$ cat src/rtl/ram_stream_reader_pkg.sv
// Shared types and constants for the RAM stream reader: FSM states, output FIFO
// geometry and the read credit limit.
package ram_stream_reader_pkg;

  typedef enum logic [1:0] {
    ST_IDLE  = 2'd0,
    ST_RUN   = 2'd1,
    ST_DRAIN = 2'd2
  } state_e;

  localparam int unsigned FIFO_DEPTH   = 4;
  localparam int unsigned FIFO_PTR_W   = $clog2(FIFO_DEPTH);
  localparam int unsigned FIFO_CNT_W   = FIFO_PTR_W + 1;
  localparam int unsigned CREDIT_LIMIT = 4;
  localparam int unsigned PEND_STAGES  = 2;
  localparam int unsigned CREDIT_W     = FIFO_CNT_W + 1;

  // Words already committed: buffered in the FIFO plus reads still in the RAM pipe.
  function automatic logic [CREDIT_W-1:0] credits_used(
    input logic [FIFO_CNT_W-1:0]  occ,
    input logic [PEND_STAGES-1:0] pend
  );
    return CREDIT_W'(occ) + CREDIT_W'(pend[0]) + CREDIT_W'(pend[1]);
  endfunction

endpackage

$ cat src/rtl/ram_stream_reader_stream_fifo.sv
// Four-entry synchronous FIFO holding {LAST, DATA} words returned by the RAM.
// A push is accepted while full only if a pop happens on the same edge.
module stream_fifo
  import ram_stream_reader_pkg::*;
#(
  parameter int unsigned WIDTH = 3
) (
  input  logic                  clk,
  input  logic                  rst_n,
  input  logic                  push,
  input  logic                  pop,
  input  logic [WIDTH-1:0]      wr_data,
  output logic [WIDTH-1:0]      rd_data,
  output logic                  full,
  output logic                  empty,
  output logic [FIFO_CNT_W-1:0] count
);

  logic [WIDTH-1:0]      mem_q [FIFO_DEPTH];
  logic [WIDTH-1:0]      mem_d [FIFO_DEPTH];
  logic [FIFO_PTR_W-1:0] wr_ptr_q, wr_ptr_d;
  logic [FIFO_PTR_W-1:0] rd_ptr_q, rd_ptr_d;
  logic [FIFO_CNT_W-1:0] count_q, count_d;
  logic                  do_push, do_pop;

  assign full    = (count_q == FIFO_CNT_W'(FIFO_DEPTH));
  assign empty   = (count_q == '0);
  assign count   = count_q;
  assign rd_data = mem_q[rd_ptr_q];

  always_comb begin
    do_pop   = pop && !empty;
    do_push  = push && (!full || do_pop);
    mem_d    = mem_q;
    wr_ptr_d = wr_ptr_q;
    rd_ptr_d = rd_ptr_q;
    if (do_push) begin
      mem_d[wr_ptr_q] = wr_data;
      wr_ptr_d        = wr_ptr_q + FIFO_PTR_W'(1);
    end
    if (do_pop) begin
      rd_ptr_d = rd_ptr_q + FIFO_PTR_W'(1);
    end
    count_d = count_q + FIFO_CNT_W'(do_push) - FIFO_CNT_W'(do_pop);
  end

  always_ff @(posedge clk or negedge rst_n) begin
    if (!rst_n) begin
      for (int i = 0; i < FIFO_DEPTH; i++) begin
        mem_q[i] <= '0;
      end
      wr_ptr_q <= '0;
      rd_ptr_q <= '0;
      count_q  <= '0;
    end else begin
      mem_q    <= mem_d;
      wr_ptr_q <= wr_ptr_d;
      rd_ptr_q <= rd_ptr_d;
      count_q  <= count_d;
    end
  end

endmodule

$ cat src/rtl/ram_stream_reader.sv
// Walks a contiguous, wrapping address range through a one-cycle-latency RAM read
// port and presents the returned words as a valid/ready stream tagged with LAST.
module ram_stream_reader
  import ram_stream_reader_pkg::*;
#(
  parameter int unsigned DATA_WIDTH = 2,
  parameter int unsigned ADDR_WIDTH = 2
) (
  input  logic                  CLK,
  input  logic                  RST_N,
  input  logic                  START,
  input  logic [ADDR_WIDTH-1:0] BASE_ADDR,
  input  logic [ADDR_WIDTH:0]   LEN,
  output logic                  BUSY,
  output logic                  DONE,
  output logic                  EN_RD,
  output logic [ADDR_WIDTH-1:0] ADDR_RD,
  input  logic [DATA_WIDTH-1:0] D_RAM,
  output logic                  M_VALID,
  input  logic                  M_READY,
  output logic [DATA_WIDTH-1:0] M_DATA,
  output logic                  M_LAST
);

  localparam int unsigned LEN_W   = ADDR_WIDTH + 1;
  localparam int unsigned ENTRY_W = DATA_WIDTH + 1;

  state_e                 state_q, state_d;
  logic                   busy_q, busy_d;
  logic                   done_q, done_d;
  logic                   en_rd_q, en_rd_d;
  logic [ADDR_WIDTH-1:0]  addr_rd_q, addr_rd_d;
  logic [ADDR_WIDTH-1:0]  next_addr_q, next_addr_d;
  logic [LEN_W-1:0]       remaining_q, remaining_d;
  logic [PEND_STAGES-1:0] pend_q, pend_d;
  logic [PEND_STAGES-1:0] last_pipe_q, last_pipe_d;

  logic                   issue_c;
  logic                   issue_last_c;
  logic                   credit_ok_c;
  logic                   fifo_pop_c;
  logic                   fifo_full;
  logic                   fifo_empty;
  logic [FIFO_CNT_W-1:0]  fifo_count;
  logic [ENTRY_W-1:0]     fifo_rd;

  stream_fifo #(
    .WIDTH(ENTRY_W)
  ) u_fifo (
    .clk     (CLK),
    .rst_n   (RST_N),
    .push    (pend_q[1]),
    .pop     (fifo_pop_c),
    .wr_data ({last_pipe_q[1], D_RAM}),
    .rd_data (fifo_rd),
    .full    (fifo_full),
    .empty   (fifo_empty),
    .count   (fifo_count)
  );

  assign fifo_pop_c  = !fifo_empty && M_READY;
  assign credit_ok_c = !fifo_full &&
                       (credits_used(fifo_count, pend_q) < CREDIT_W'(CREDIT_LIMIT));

  assign BUSY    = busy_q;
  assign DONE    = done_q;
  assign EN_RD   = en_rd_q;
  assign ADDR_RD = addr_rd_q;
  assign M_VALID = !fifo_empty;
  assign M_DATA  = fifo_empty ? '0 : fifo_rd[DATA_WIDTH-1:0];
  assign M_LAST  = !fifo_empty && fifo_rd[DATA_WIDTH];

  // Next-state, read issue and credit control
  always_comb begin
    state_d      = state_q;
    busy_d       = busy_q;
    done_d       = 1'b0;
    addr_rd_d    = addr_rd_q;
    next_addr_d  = next_addr_q;
    remaining_d  = remaining_q;
    issue_c      = 1'b0;
    issue_last_c = 1'b0;

    unique case (state_q)
      ST_IDLE: begin
        if (START) begin
          if (LEN == '0) begin
            done_d = 1'b1;
          end else begin
            busy_d       = 1'b1;
            issue_c      = 1'b1;
            addr_rd_d    = BASE_ADDR;
            next_addr_d  = BASE_ADDR + ADDR_WIDTH'(1);
            remaining_d  = LEN - LEN_W'(1);
            issue_last_c = (LEN == LEN_W'(1));
            state_d      = (LEN == LEN_W'(1)) ? ST_DRAIN : ST_RUN;
          end
        end
      end
      ST_RUN: begin
        if (credit_ok_c) begin
          issue_c     = 1'b1;
          addr_rd_d   = next_addr_q;
          next_addr_d = next_addr_q + ADDR_WIDTH'(1);
          remaining_d = remaining_q - LEN_W'(1);
          if (remaining_q == LEN_W'(1)) begin
            issue_last_c = 1'b1;
            state_d      = ST_DRAIN;
          end
        end
      end
      ST_DRAIN: begin
        if (fifo_pop_c && fifo_rd[DATA_WIDTH]) begin
          state_d = ST_IDLE;
          busy_d  = 1'b0;
          done_d  = 1'b1;
        end
      end
      default: begin
        state_d = ST_IDLE;
        busy_d  = 1'b0;
      end
    endcase

    en_rd_d     = issue_c;
    pend_d      = {pend_q[0], issue_c};
    last_pipe_d = {last_pipe_q[0], issue_last_c};
  end

  always_ff @(posedge CLK or negedge RST_N) begin
    if (!RST_N) begin
      state_q     <= ST_IDLE;
      busy_q      <= 1'b0;
      done_q      <= 1'b0;
      en_rd_q     <= 1'b0;
      addr_rd_q   <= '0;
      next_addr_q <= '0;
      remaining_q <= '0;
      pend_q      <= '0;
      last_pipe_q <= '0;
    end else begin
      state_q     <= state_d;
      busy_q      <= busy_d;
      done_q      <= done_d;
      en_rd_q     <= en_rd_d;
      addr_rd_q   <= addr_rd_d;
      next_addr_q <= next_addr_d;
      remaining_q <= remaining_d;
      pend_q      <= pend_d;
      last_pipe_q <= last_pipe_d;
    end
  end

endmodule

$ cat config.mk
export PLATFORM = sky130hd
export DESIGN_NAME = ram_stream_reader
export DESIGN_NICKNAME = d
export VERILOG_FILES = /design/src/rtl/ram_stream_reader_pkg.sv /design/src/rtl/ram_stream_reader_stream_fifo.sv /design/src/rtl/ram_stream_reader.sv
export SDC_FILE = /design/constraint.sdc
export NUM_CORES = 1
export LEC_CHECK = 0
export BUFFER_PORTS_ARGS = -buffer_cell sky130_fd_sc_hd__buf_2
export CAP_MARGIN = 25
export CORE_UTILIZATION = 45
export CTS_BUF_LIST = sky130_fd_sc_hd__clkbuf_16
export DETAILED_ROUTE_END_ITERATION = 8
export PLACE_DENSITY_LB_ADDON = 0.08
export RECOVER_POWER = 100
export SYNTH_ARGS = -nofsm -noshare
export SYNTH_HDL_FRONTEND = slang
export SYNTH_SLANG_ARGS = --single-unit
$ cat constraint.sdc
create_clock -name CLK -period 3.7 [get_ports CLK]
set_input_delay 0.185 -clock CLK [delete_from_list [all_inputs] [get_ports CLK]]
set_output_delay 0.185 -clock CLK [all_outputs]
set_load 0.02 [all_outputs]
# --- Yosys cells after proc, flatten, opt, wreduce, memory -nomap -nowiden ---
# Cells that the tools add are included.
op_classes:
  div: 0
  reduce_logical: 17
  eq_ne: 10
  n_addsub: 10
  multipliers: 0
  n_shift: 0
  magnitude_cmp: 4
  n_bitwise: 3
  muxes: 43
ops:
  columns: ["operator", "count"]
  rows:
  - ["2-bit two-way mux", 13]
  - ["3-bit two-way mux", 6]
  - ["1-bit two-way mux", 13]
  - ["12-bit bitwise mux", 1]
  - ["2-bit inequality test, second input constant", 5]
  - ["2-bit by 1-bit adder with 2-bit output, second input constant", 4]
  - ["2-bit case mux with 2 select lines", 2]
  - ["4-bit AND reduction", 2]
  - ["1-bit logical AND", 7]
  - ["3-bit binary-select mux with 2-bit select", 1]
  - ["3-bit demux with 2-bit select", 1]
  - ["3-bit by 1-bit == test with 1-bit output, second input constant", 2]
  - ["3-bit greater-or-equal comparator, second input constant", 2]
  - ["3-bit logical NOT", 2]
  - ["2-bit inverter with 3-bit output", 2]
  - ["1-bit case mux with 2 select lines", 3]
  - ["2-bit case mux with 3 select lines", 1]
  - ["3-bit case mux with 2 select lines", 1]
  - ["3-bit by 1-bit subtractor with 3-bit output, second input constant", 2]
  - ["5-bit AND reduction", 1]
  - ["3-bit by 1-bit adder with 4-bit output", 1]
  - ["4-bit by 1-bit adder with 4-bit output", 1]
  - ["4-bit by 3-bit < comparator with 1-bit output, second input constant", 1]
  - ["3-bit by 1-bit adder with 3-bit output", 1]
  - ["other kinds (11)", 12]
totals:
  latchBits: 0
  ram_bits: 0
  romBits: 0
  inputBits: 11
  ff_bits: 35
  out_inout_bits: 9
  mem_count: 0
  wordCells: 103

# --- Depth between registers and ports, before layout ---
depth:
  depth_word: 8
  mapped_depth: 7

# --- By module ---
# From an unflattened synthesis, not the netlist that was laid out.
hier_totals:
  hier_cells: 155
  area_unflattened_um2: 1809.2
modules_own_cells:
  columns: ["module", "cells_each", "area_per_inst_um2", "seq_area_each_um2", "n_inst"]
  rows:
  - ["stream_fifo", 66, 933.4, 475.5, 1]
  - ["ram_stream_reader", 89, 875.8, 375.4, 1]

# --- Worst setup path after synthesis ---
# No wires, ideal clock.
synth_timing:
  path_type: "register -> register"
  start: "reg u_fifo.count_q[1], in the netlist u_fifo.count[1]"
  end: "reg u_fifo.count_q[2], in the netlist u_fifo.count[2]"
  path_buffers: 0
  arrival_ns: 1.798
  stages_incl_launch_ff: 8
  synth_period_minus_slack_ns: 1.920
  setup_ns: 0.122
  setup_slack_ns: 1.780
  cell_sequence: "dfrtp_1 > o31a_2 > ha_1 > inv_1 > ha_1 > inv_1 > fa_1 > xor2_1"
synth_between:
  elab_chain_len: 8
  elab_cells_between_ends: 10
  cone_classes: "2 x add/sub; 1 x eq/ne; 7 x reduce/logical"
synth_lines:
  columns: ["element", "line_no", "source"]
  rows:
  - ["from (decl)", "ram_stream_reader_stream_fifo.sv:23", "logic [FIFO_CNT_W-1:0] count_q, count_d;"]
  - ["from (signal assigned)", "ram_stream_reader_stream_fifo.sv:59", "count_q <= count_d;"]
  - ["3-bit logical NOT (*)", "ram_stream_reader_stream_fifo.sv:27", "assign empty = (count_q == '0);"]
  - ["1-bit logical NOT (*)", "ram_stream_reader_stream_fifo.sv:32, ram_stream_reader.sv:61", null]
  - ["1-bit logical AND", "ram_stream_reader.sv:61", "assign fifo_pop_c = !fifo_empty && M_READY;"]
  - ["1-bit logical AND (*)", "ram_stream_reader_stream_fifo.sv:32", "do_pop = pop && !empty;"]
  - ["named net u_fifo.do_pop", "ram_stream_reader_stream_fifo.sv:24", "logic do_push, do_pop;"]
  - ["1-bit logical OR", "ram_stream_reader_stream_fifo.sv:33", "do_push = push && (!full || do_pop);"]
  - ["1-bit logical AND", "ram_stream_reader_stream_fifo.sv:33", null]
  - ["3-bit by 1-bit adder with 3-bit output", "ram_stream_reader_stream_fifo.sv:44", "count_d = count_q + FIFO_CNT_W'(do_push) - FIFO_CNT_W'(do_pop);"]
  - ["3-bit by 1-bit subtractor with 3-bit output (*)", "ram_stream_reader_stream_fifo.sv:44", null]
  - ["named net u_fifo.count_d[2]", "ram_stream_reader_stream_fifo.sv:23", null]
# Mark *: on every way through the listed nets, which the timed path passes. The rest lies on a longest branch.
# A chain may end at the register's enable or synchronous reset.

# --- Worst setup path after layout ---
layout_timing:
  start: "reg u_fifo.count_q[0], in the netlist u_fifo.count[0]"
  end: "reg addr_rd_q[1], in the netlist ADDR_RD[1]"
layout_between:
  elab_chain_len: 6
  elab_cells_between_ends: 8
  cone_classes: "2 x add/sub; 1 x order compare; 2 x eq/ne; 3 x reduce/logical"
layout_lines:
  columns: ["element", "line_no", "source"]
  rows:
  - ["3-bit by 1-bit adder with 4-bit output", "ram_stream_reader_pkg.sv:23", "return CREDIT_W'(occ) + CREDIT_W'(pend[0]) + CREDIT_W'(pend[1]);"]
  - ["4-bit by 1-bit adder with 4-bit output", "ram_stream_reader_pkg.sv:23", null]
  - ["4-bit by 3-bit < comparator with 1-bit output", "ram_stream_reader.sv:63", "(credits_used(fifo_count, pend_q) < CREDIT_W'(CREDIT_LIMIT));"]
  - ["1-bit logical AND (*)", "ram_stream_reader.sv:62", "assign credit_ok_c = !fifo_full &&"]
  - ["2-bit inequality test (no line) (*)", null, null]
  - ["4-bit AND reduction (no line) (*)", null, null]
  - ["to (signal assigned)", "ram_stream_reader.sv:146", "addr_rd_q <= addr_rd_d;"]
  - ["to (decl)", "ram_stream_reader.sv:32", "logic [ADDR_WIDTH-1:0] addr_rd_q, addr_rd_d;"]
# Mark *: on every way between the ends. The rest lies on a longest branch, timed or not.

==> run summary <==
Measured in cells, the most critical reg-to-reg path has a length of 6. The tools report the worst slack after detailed placement as 1.67 ns. By area the synthesized netlist is led by dfrtp_1 (48%), ha_1 (9.3%), mux2_1 (5.8%). The run gives 4 as the number of iterations in the first detailed-routing pass.

Setup violations remaining at the end of the flow were counted as 0. For this block, the via count after detailed routing is 1129. The maximum clock frequency was 466 MHz; the final hold violation count was 0.

The fraction of the mapped netlist area in compound gates was 0.121. The number of I/O port buffers was 19. The logs give 0 for the number of antenna diodes and 43 for the number of distinct library cells after synthesis. The number of setup buffers added after CTS is 0. The total area inside the core boundary comes to 0.00372 sq mm. The number of buffers and inverters on the critical path was 0; the initial standard-cell utilization of the core was 0.473.

Synthesized-area fraction occupied by adder cells: 0.104. Sequential cell area fraction in the yosys report: 0.484. The run gives 0.00176 sq mm as the cell area after synthesis. The largest total area in the synthesized netlist belongs to dfrtp_1. The most instantiated flip-flop cell in the synthesis netlist is dfrtp_1.

Routability-driven placement finished with a final weighted congestion of 0.774. For the global-route usage over all layers, the log shows 0.178. dfrtp_1 is the most common cell in the netlist.

The share of cell area taken by muxes after synthesis is 0.115, and the combinational group share of total power is 0.427. Internal power contribution: 0.00116 W. The tools report the startpoint type of the worst setup path as a register. For this run, the slowest stage of the critical path takes 0.54 ns. Counting the fill cells in the layout gives 349. The type of the tightest min-delay check is in2reg. The floorplan has 22 rows.

The post-synthesis xor/xnor area fraction was 0.0299; the clock transition at the registers of the reported paths was 0.05 ns. The shortest clock period the worst path allows after layout was 2.15 ns. The final net count was 191; the number of gates resized after CTS was 0. Synthesis-to-layout area growth: 12.8%. The area share of the largest cell type after synthesis is 0.484. The logs give 2 for the deepest clock path buffer count and 35 for the total count of max-transition violations in the final report. The tools report the net switching power of the design as 0.000718 W. VDD sags by at most 0.000386 V. Post-synthesis simple-gate area fraction: 0.100. For this block, the initial DRC count from the detailed router was 54.

For the leakage component of the power, the log shows 0.918 nW. Sorting the synthesized cells by how often they occur yields dfrtp_1 (34), ha_1 (13), inv_1 (13), mux2_1 (9), nand2_1 (7). After technology mapping, the gate count stands at 144. The critical path arrival was 2.35 ns; the warning count from the yosys run was 0. The run gives 0.00347 ns as the setup skew after layout. Kind of cell with the highest combined delay on the critical path: compound AO/OA/AOI/OAI gates.

STA classifies the critical path endpoint as a register. The run gives 0 as the count of hold-fix buffers inserted at cts. The proportion of layout cells with a drive suffix above 1 is 0.156. Wire length of the first global-routing pass: 5700 um.

The critical path goes through ha_1 > a21oi_1 > o21ai_0 > o31a_1 > o21ai_0 > o221a_2. Summed over all nets, the half-perimeter wirelength after detailed placement is 2280 um. For the pin with the worst max-slew slack, the measured transition is 1.77 ns. The worst hold path cell count was 2. Pin placement for this block handled 20 I/O pins. The die width was 64.5 um. Setup repair after global routing left no endpoint under its margin. The tools report the routed wire length as 3090 um. The worst setup path is of the reg2reg kind.

For the worst slew margin relative to its limit, the log shows -0.182. The run gives 1.55 ns as the slack of the critical path. The total number of cells along the worst setup path came out at 6. CTS built an H-tree with a depth of 2. The net count after synthesis is 169. The power density relative to cell area came out at 945 mW/mm^2. The antenna violation net count after detailed routing is 0. Summing all multi-input logic gate instances after layout gives 803 sq um. The net switching fraction of the power was 0.383.

The clock drives 34 sinks. The final reports fail on capacitance limit, slew limit. Ranked by flip-flop count, first place goes to u_fifo.mem_q. The die covers 0.00416 sq mm. Across the whole layout, storage elements account for 851 sq um. The largest individual stage delay along the critical path comes from the cell o21ai_0. The DRC violation count after routing is 0, and the ratio of routed vias to standard cells is 5.25.

The tools report the CTS buffer count as 5. For the sum of overflow across all layers after global routing, the log shows 0. The register bit total from synthesis is 34, and the die outline height is 64.5 um. Number of antenna violations at the first check in global routing: 0. TritonCTS built the clock tree. The share of the clock period used by the worst path after layout is 0.580, and the post-synthesis average cell area is 12.2 sq um.

Clock root buffer master: clkbuf_16. At the later pin of the worst-skew pair, clock insertion delay measures 0.26 ns. The clock network power share is 0.201, and the flip-flop count of the largest register after layout is 12.

The number of synthesized flops with an enable pin is 0, and the data required time at the worst endpoint is 3.90 ns. The largest family of logic cells by synthesized area is compound AO/OA/AOI/OAI gates. The run finished, with violations left. Counting stages on the worst path, the most repeated cell is o21ai_0. The proportion of synthesized flip-flops having asynchronous set or reset came out at 1.00. The accumulated negative setup slack is 0 ns, and the number of max-cap violations is 1. The number of global-route vias before repair is 1210. Entering global routing, the biggest net connects 35 pins. The power share of the sequential group was 0.372; the highest fanout seen on the critical path was 11. The post-detailed-route wirelength per cell is 14.4 um.
## placed cells by master, fill, tap and decap left out, types with 2 or more instances in the layout
cell type	n
nand3_1	2
nor2_1	5
o211ai_1	2
mux2_1	9
dfrtp_1	34
xor2_1	3
ha_1	13
nand2_1	10
and2_1	3
or3_1	2
xnor2_1	3
mux4_2	3
inv_1	14
buf_2	9
o21ai_0	6
clkbuf_16	5
mux2_2	3
a21oi_1	4
nand2b_1	4
o221a_2	2
clkbuf_1	10
## kinds of logic (layout without fill, tap and decap cells)
kind of cell             after synthesis  count (layout)
AND/OR/NAND/NOR                       32              32
buffers and inverters                 17              40
XOR/XNOR                               6               6
adder cells (fa/ha/maj)               14              14
flip-flops                            34              34
AO/OA/AOI/OAI                         26              26
multiplexers                          15              15
## per-stage QoR
stage | cells | area (sq um) | hold WS [ns] | util | total power, W
floorplan | 144 | 1760 | -0.111 | - | 0.00136
global placement | 207 | 1880 | 0.283 | 0.506 | 0.00151
detailed placement | 207 | 1880 | 0.301 | 0.506 | 0.00155
CTS | 215 | 2020 | 0.0155 | 0.543 | 0.00195
global route | 215 | 1980 | 0.177 | 0.534 | 0.00204
finish | 215 | 1980 | 0.169 | 0.534 | 0.00188
## power by group through the flow
stage	sequential, W	combinational (W)	clock, W
after floorplan	0.000682	0.000680	0
after CTS	0.000699	0.000859	0.000388
after detailed placement	0.000701	0.000852	0
after global placement	0.000690	0.000818	0
after global routing	0.000730	0.000910	0.000404
final	0.000698	0.000800	0.000377
## cell type report
| cell class | count | area share |
|---|---|---|
| clock buffers | 5 | 0.0631 |
| clock inverters | 3 | 0.00631 |
| inverters | 13 | 0.0246 |
| multi-input cells | 93 | 0.405 |
| flip-flops and latches | 34 | 0.429 |
| well taps | 48 | 0.0303 |
| repair buffers | 19 | 0.0416 |
## final timing paths
check,slack [ns],end,startpoint
setup / recovery,1.55,ADDR_RD[1],u_fifo.count[0]
hold / removal,0.17,u_fifo.mem_q[1],D_RAM[1]
setup reg to reg,1.55,ADDR_RD[1],u_fifo.count[0]
hold reg to reg,0.37,last_pipe_q[1],last_pipe_q[0]
max in group asynchronous,2.28,last_pipe_q[1],RST_N
min in group asynchronous,0.38,u_fifo.count[1],RST_N
## layer usage
layer	up-vias	routed length [um]	global-route usage
met1	555	1560	0.239
met5	-	0	0
met2	18	1420	0.293
met4	0	20	0.0333
li1	554	-	-
met3	2	86	0.0423
(Power assumes the default switching activity.)
